File: config.mk
export PLATFORM = sky130hd
export DESIGN_NAME = dc_pred_accum
export DESIGN_NICKNAME = d
export VERILOG_FILES = /design/src/rtl/dc_pred_accum.sv
export SDC_FILE = /design/constraint.sdc
export NUM_CORES = 1
export LEC_CHECK = 0
export BUFFER_PORTS_ARGS = -buffer_cell sky130_fd_sc_hd__buf_2
export CORE_MARGIN = 3
export CORE_UTILIZATION = 50
export CTS_CLUSTER_SIZE = 12
export DETAILED_ROUTE_END_ITERATION = 10
export PLACE_DENSITY = 0.72
export SLEW_MARGIN = 40
export SYNTH_ARGS = -nofsm -noshare
export SYNTH_HDL_FRONTEND = slang
export SYNTH_SLANG_ARGS = --single-unit
File: constraint.sdc
create_clock -name CLK_HIGH -period 2.4 [get_ports CLK_HIGH]
set_clock_uncertainty 0.05 [all_clocks]
set_input_delay 0.72 -clock CLK_HIGH [delete_from_list [all_inputs] [get_ports CLK_HIGH]]
set_output_delay 0.72 -clock CLK_HIGH [all_outputs]
set_load 0.05 [all_outputs]
File: src/rtl/dc_pred_accum.sv
// dc_pred_accum: sums available left/top neighbour samples and registers the rounded DC predictor.
module dc_pred_accum #(
  parameter int BIT_DEPTH = 8
) (
  input  logic                 CLK_HIGH,
  input  logic                 RST_n,
  input  logic                 preset_flag,
  input  logic                 EN_LEFT,
  input  logic                 EN_TOP,
  input  logic                 LEFT_AVAIL,
  input  logic                 TOP_AVAIL,
  input  logic [BIT_DEPTH-1:0] DIN,
  output logic [BIT_DEPTH-1:0] DC_VAL,
  output logic                 DC_VALID,
  output logic                 BUSY
);
  localparam int W = BIT_DEPTH + 3;
  typedef enum logic [2:0] {IDLE, WAIT, LEFT, TOP, DONE} state_t;
  state_t               state;
  logic [1:0]           cnt;
  logic [BIT_DEPTH+1:0] sum_left, sum_top;
  logic                 left_ok, top_ok, en_left_d, en_top_d;
  logic [BIT_DEPTH-1:0] dc;
  always_comb begin
    dc = left_ok && top_ok ? BIT_DEPTH'(({1'b0, sum_left} + {1'b0, sum_top} + W'(4)) >> 3)
       : left_ok           ? BIT_DEPTH'((sum_left + (BIT_DEPTH+2)'(2)) >> 2)
       : top_ok            ? BIT_DEPTH'((sum_top + (BIT_DEPTH+2)'(2)) >> 2)
       :                     {1'b1, {(BIT_DEPTH-1){1'b0}}};
  end
  // preset_flag is applied last so it overrides any phase, including DONE
  always_ff @(posedge CLK_HIGH or negedge RST_n) begin
    if (!RST_n) begin
      state     <= IDLE;
      cnt       <= '0;
      sum_left  <= '0;
      sum_top   <= '0;
      left_ok   <= 1'b0;
      top_ok    <= 1'b0;
      en_left_d <= 1'b0;
      en_top_d  <= 1'b0;
      DC_VAL    <= '0;
      DC_VALID  <= 1'b0;
      BUSY      <= 1'b0;
    end else begin
      en_left_d <= EN_LEFT;
      en_top_d  <= EN_TOP;
      DC_VALID  <= 1'b0;
      case (state)
        WAIT: begin
          state <= LEFT;
          cnt   <= '0;
        end
        LEFT: begin
          if (en_left_d && left_ok) sum_left <= sum_left + {2'b0, DIN};
          cnt <= cnt + 2'd1;
          if (cnt == 2'd3) state <= TOP;
        end
        TOP: begin
          if (en_top_d && top_ok) sum_top <= sum_top + {2'b0, DIN};
          cnt <= cnt + 2'd1;
          if (cnt == 2'd3) state <= DONE;
        end
        DONE: begin
          DC_VAL   <= dc;
          DC_VALID <= 1'b1;
          BUSY     <= 1'b0;
          state    <= IDLE;
        end
        default: ;
      endcase
      if (preset_flag) begin
        state    <= WAIT;
        cnt      <= '0;
        sum_left <= '0;
        sum_top  <= '0;
        left_ok  <= LEFT_AVAIL;
        top_ok   <= TOP_AVAIL;
        BUSY     <= 1'b1;
      end
    end
  end
endmodule

## After elaboration in Yosys (flattened, before gate mapping)

Index checks and enable logic that the tools add are counted.

| storage, ports and cells | value |
|---|---|
| bits in registers | 39 |
| output and inout port bits | 10 |

| cells by class | value |
|---|---|
| add/sub/neg operators | 7 |
| eq/ne operators | 7 |
| muxes and demuxes | 18 |
| reduce and logical (&&, ||, !) cells | 14 |

Operators with widths:

| kind | count |
|---|---|
| 10-bit two-way mux | 6 |
| 8-bit two-way mux | 3 |
| 10-bit by 2-bit adder with 10-bit output (second input constant) | 2 |
| 10-bit by 8-bit adder with 10-bit output | 2 |
| 3-bit one-hot mux with 4 select lines | 1 |
| 10-bit by 10-bit adder with 11-bit output | 1 |
| 11-bit by 3-bit adder with 11-bit output (second input constant) | 1 |
| 2-bit nonzero test | 5 |
| 3-bit two-way mux | 3 |
| 3-bit by 2-bit == test with 1-bit output (second input constant) | 2 |
| 3-bit != test (second input constant) | 2 |
| 5-bit nonzero test | 1 |
| 2-bit one-hot mux with 2 select lines | 1 |
| 2-bit AND reduction | 2 |
| 3-bit by 1-bit == test with 1-bit output (second input constant) | 1 |
| 3-bit == test (second input constant) | 1 |
| 1-bit logical AND | 3 |
| 1-bit two-way mux | 3 |
| 3-bit AND reduction | 1 |
| 3-bit nonzero test | 1 |
| 2-bit by 1-bit adder with 2-bit output (second input constant) | 1 |
| 2-bit == test (second input constant) | 1 |
| 2-bit two-way mux | 1 |
| 2-bit OR reduction | 1 |

## Longest topological paths before layout

| depth | value |
|---|---|
| depth in word-level cells | 4 |
| depth in mapped cells | 10 |
| gate-level depth less buffers | 10 |

## Worst setup path after synthesis

Ideal clock, no wire load.

| path | value |
|---|---|
| path kind | input -> register |
| start point | input port DIN[0] |
| end point | register sum_left[8] |
| library setup time | 0.116 ns |
| data arrival time | 2.182 ns |
| required time | 2.234 ns |
| path slack | 0.053 ns |
| stages | 8 |
| path through | ha_1 inv_1 fa_1 nor2b_1 o21ai_0 a21boi_0 o41ai_1 o311ai_0 |

| on the way | value |
|---|---|
| cells in the longest elaborated chain, start to end | 4 |

Ends and longest elaborated chain:

| what | line | text |
|---|---|---|
| from (decl) | 12 | `input logic [BIT_DEPTH-1:0] DIN,` |
| 10-bit by 8-bit adder with 10-bit output | 54 | `if (en_left_d && left_ok) sum_left <= sum_left + {2'b0, DIN};` |
| 10-bit two-way mux | 54 |  |
| 10-bit two-way mux | 48 | `case (state)` |
| 10-bit two-way mux | 71 | `if (preset_flag) begin` |
| to (signal assigned) | 54 |  |
| to (decl) | 21 | `logic [BIT_DEPTH+1:0] sum_left, sum_top;` |

Every way passes these cells. The select of a mux whose other input is x is not followed.
A chain may end at the register's enable or synchronous reset.

## Final worst setup path

| path | value |
|---|---|
| start point | register sum_top[2] |
| end point | register DC_VAL[7] |

| on the way | value |
|---|---|
| cells in the longest elaborated chain, start to end | 4 |
| elaborated cells between the ends (all ways) | 6 |

Ends and longest elaborated chain:

| what | line | text |
|---|---|---|
| from (decl) | 21 |  |
| from (signal assigned) | 59 | `if (en_top_d && top_ok) sum_top <= sum_top + {2'b0, DIN};` |
| parallel branches: the longest is 3 deep, another holds 10-bit by 10-bit adder with 11-bit output | n/a |  |
| 8-bit two-way mux * | 25 | `dc = left_ok && top_ok ? BIT_DEPTH'(({1'b0, sum_left} + {1'b0, sum_top} + W'(4)) >> 3)` |
| to (signal assigned) | 41 | `DC_VAL <= '0;` |
| to (signal assigned) | 64 | `DC_VAL <= dc;` |
| to (decl) | 13 | `output logic [BIT_DEPTH-1:0] DC_VAL,` |

Mark *: on every way between the ends.

==> impl_metrics.py <==
metrics = {
    "run_status": {
        "status": "finished, violations left",
        "violations": "setup timing",
    },
    "floorplan": {
        "start_util_pct": 52.72,
        "dieArea_um2": 7346,
        "die_w_um": 85.71,
        "ios": 25,
        "die-height_um": 85.71,
        "core_um2": 6026,
        "placementRows": 28,
    },
    "finish": {
        "drive_gt1_share_pct": 21.23,
        "area_growth_pct": 18.35,
        "fin_cells": 499,
        "antenna_cells": 0,
        "nets": 476,
    },
    "power": {
        "powerDensity_nw_per_um2": 480.5,
        "p_int_mw": 1.210,
        "p_switching_mw": 0.5969,
        "finalPower_mw": 1.807,
        "peakVddDrop_mv": 0.4198,
        "seq_power_share_pct": 41.1,
        "power_frac_comb_pct": 27.8,
        "p_clk_share_pct": 31.1,
        "netSwitchingFraction_pct": 33.04,
        "p_leak_nw": 1.730,
    },
    "setup_path": {
        "endpoint_kind": "register",
        "r2r-end": "DC_VAL[7]",
        "reg2reg_depth": 10,
        "critPathLaunch": "sum_top[2]",
        "reg2reg_slack_ns": -0.03,
        "r2r-start": "sum_top[2]",
        "critPathArrivalTime_ns": 2.59,
        "startpoint_type": "register",
        "critPathMaxFanout": 4,
        "crit_end": "DC_VAL[7]",
        "crit_required_ns": 2.56,
        "worstSetupPathType": "reg2reg",
    },
    "synthesis": {
        "synthFlopType": "dfrtp_1",
        "ys_ff_latch": 39,
        "async_flop_share_pct": 100.0,
        "syn_nets": 423,
        "synth_top_area_share_pct": 30.72,
        "syn_avg_cell_area_um2": 8.586,
        "synth_cells": 370,
        "synth_area_leaders": "dfrtp_1 31%, ha_1 14%, xnor2_1 5.0%, nor2_1 4.7%, a21oi_1 4.4%",
        "syn_area_um2": 3177,
        "synth_top_area_cell": "dfrtp_1",
        "synth_common_cells": "40 x nor2_1, 39 x dfrtp_1, 36 x ha_1",
        "synth_cell_types": 52,
        "yosysWarnings": 0,
        "yosysSeqAreaShare_pct": 30.72,
        "synth_edf_count": 0,
        "synth_most_common_cell": "nor2_1",
    },
    "timing": {
        "rsz0062_at_grt": "true",
        "worst_pin_slew_ns": 0.5066,
        "fmax_mhz": 412.0,
        "layout_setup_ws_ns": -0.02705,
        "finalMaxSlewViolations": 0,
        "max_slew_margin_pct": 66.23,
        "hold_slack_ns": 0.4120,
        "post-route-period-util_pct": 101.1,
        "finalCriticalPeriod_ns": 2.427,
        "setup_viol_count_final": 2,
        "finalHoldViolCount": 0,
    },
    "global_route": {
        "grt_pass1_wl_mm": 13.03,
        "antenna_found_initial": 0,
        "grt_max_degree": 40,
        "grt_use_total_pct": 22.10,
        "grt-ovfl-total": 0,
        "grt_pass1_vias": 2773,
    },
    "clocking": {
        "cts_inserted_buffers": 5,
        "htree_levels": 2,
        "clock-root-buffer": "clkbuf_8",
        "insertion_delay_ns": 0.30,
        "postCtsHoldBufs": 0,
        "cts_tree": "yes",
        "cts_buffer_depth": 2,
        "clk_pin_slew_ns": 0.08,
        "clock_sinks": 39,
    },
    "placed_design": {
        "portBuffers": 24,
        "place_inst": 489,
        "dp_hpwl_mm": 6.001,
        "routabilityCongestion": 0.9568,
    },
    "routing": {
        "wl_per_cell_um": 15.43,
        "dr.pass1.iters": 4,
        "ant_nets": 0,
        "vias": 2856,
        "viasPerCell": 5.723,
        "totalWireLength_mm": 7.698,
        "drc": 0,
        "drtIter0Drc": 134,
    },
    "hold_path": {
        "min_path_type": "in2async",
    },
    "flow_run": {
        "maxCapViolCount": 0,
    },
}
power by group through the flow:
stage                     sequential [mW]  clock (mW)  combinational, mW
after floorplan                     0.803           0              0.286
after global placement              0.753           0              0.475
after detailed placement            0.754           0              0.487
after CTS                           0.741       0.566              0.493
after global routing                0.749       0.593              0.556
final                               0.743       0.562              0.502
critical path, stage by stage, from the launching register on:
cell and delay, ns:
dfrtp_1 0.35, inv_1 0.07, ha_4 0.26, inv_2 0.04, ha_4 0.27, nand4_4 0.09
a2111oi_4 0.48, and3_1 0.23, a31oi_1 0.10, xor2_1 0.18, o31ai_2 0.21
per-stage QoR:
step / TNS, ns / area [um^2] / worst slack [ns] / util (%)
floorplan: 0 / 3177 / 0.05287 / -
CTS: -0.008451 / 3685 / -0.008451 / 61.15
global placement: -0.5313 / 3572 / -0.1254 / 59.28
finish: -0.03226 / 3760 / -0.02705 / 62.40
detailed placement: -0.9144 / 3572 / -0.2497 / 59.28
global route: -0.5965 / 3760 / -0.1848 / 62.40
how the worst min path moves through the flow:
stage | from | cells past startpoint | to | slack (ns)
after floorplan | RST_n | 0 | BUSY | 0.37
after global placement | DC_VAL[0] | 2 | DC_VAL[0] | 0.41
after detailed placement | BUSY | 2 | BUSY | 0.41
after CTS | RST_n | 2 | state[0] | 0.43
after global routing | RST_n | 2 | state[1] | 0.46
final | RST_n | 2 | state[1] | 0.41
placed cells by master, fill, tap and decap left out, types with 2 or more instances in the layout:
master    Yosys  routed
a211oi_1     11      11
a21o_1        3       3
a21oi_1      28      28
a22oi_1       2       2
a311oi_1      3       3
a31oi_1       4       3
and2_1        2       2
and3_1        4       4
and4_1        3       3
buf_2         2      24
buf_4         0      35
clkbuf_8      0       5
dfrtp_1      39      39
fa_1          2       2
ha_1         36      34
ha_4          0       2
inv_1        21      19
inv_2         0       2
mux2_2        4       4
nand2_1      28      28
nand2b_1      3       3
nand3_1      20      20
nand4_1       2       2
nor2_1       40      40
nor2b_1       5       5
nor3_1       13      13
nor3_2        3       3
nor4_1        3       3
o21a_1        3       3
o21ai_0      18      17
o21ai_1       1       2
o22ai_1       6       5
o311ai_0      3       3
o31ai_1       3       3
or2_2         3       3
xnor2_1      18      18
xor2_1        5       5
state kept, by name (all words and copies together) (netlist names):
register and cells:
sum_left 10, DC_VAL 8, sum_top 10, state 3
en_top_d 1, cnt 2, en_left_d 1, top_ok 1
left_ok 1, DC_VALID 1, BUSY 1
area by class of cell:
class / count / area [um^2]
multi-input combinational: 297 / 2116
sequential: 39 / 975.9
tap: 75 / 93.84
fill: 515 / 2266
clock inverter: 3 / 43.79
timing repair buffer: 59 / 382.9
inverter: 21 / 78.83
clock buffer: 5 / 68.82
layer usage:
layer  vias to the layer above  GRT usage (%)  wire length (um)
met5                         -              0                 0
met4                         0          6.331                97
met3                        12          3.746               310
met2                        74          36.37              3643
met1                      1326          29.93              3647
li1                       1444              -                 -
cells by family (layout without fill, tap and decap cells):
| family | count (synthesis) | count (layout) | synth area share, % |
|---|---|---|---|
| AND/OR/NAND/NOR | 137 | 137 | 21.78 |
| AO/OA/AOI/OAI | 94 | 94 | 19.42 |
| flip-flops | 39 | 39 | 30.72 |
| adder cells (fa/ha/maj) | 38 | 38 | 15.44 |
| buffers and inverters | 34 | 88 | 4.569 |
| XOR/XNOR | 23 | 23 | 6.341 |
| multiplexers | 5 | 5 | 1.733 |
timing repair:
item / 4_1_cts / 5_1_grt
endpoints found under the setup margin: 1 / 9
endpoints found under the hold margin: 0 / 0
gates resized for setup: 0 / 11
pin swaps: 0 / 10
setup buffers: 0 / 2
Power figures use the tool's default switching activity.
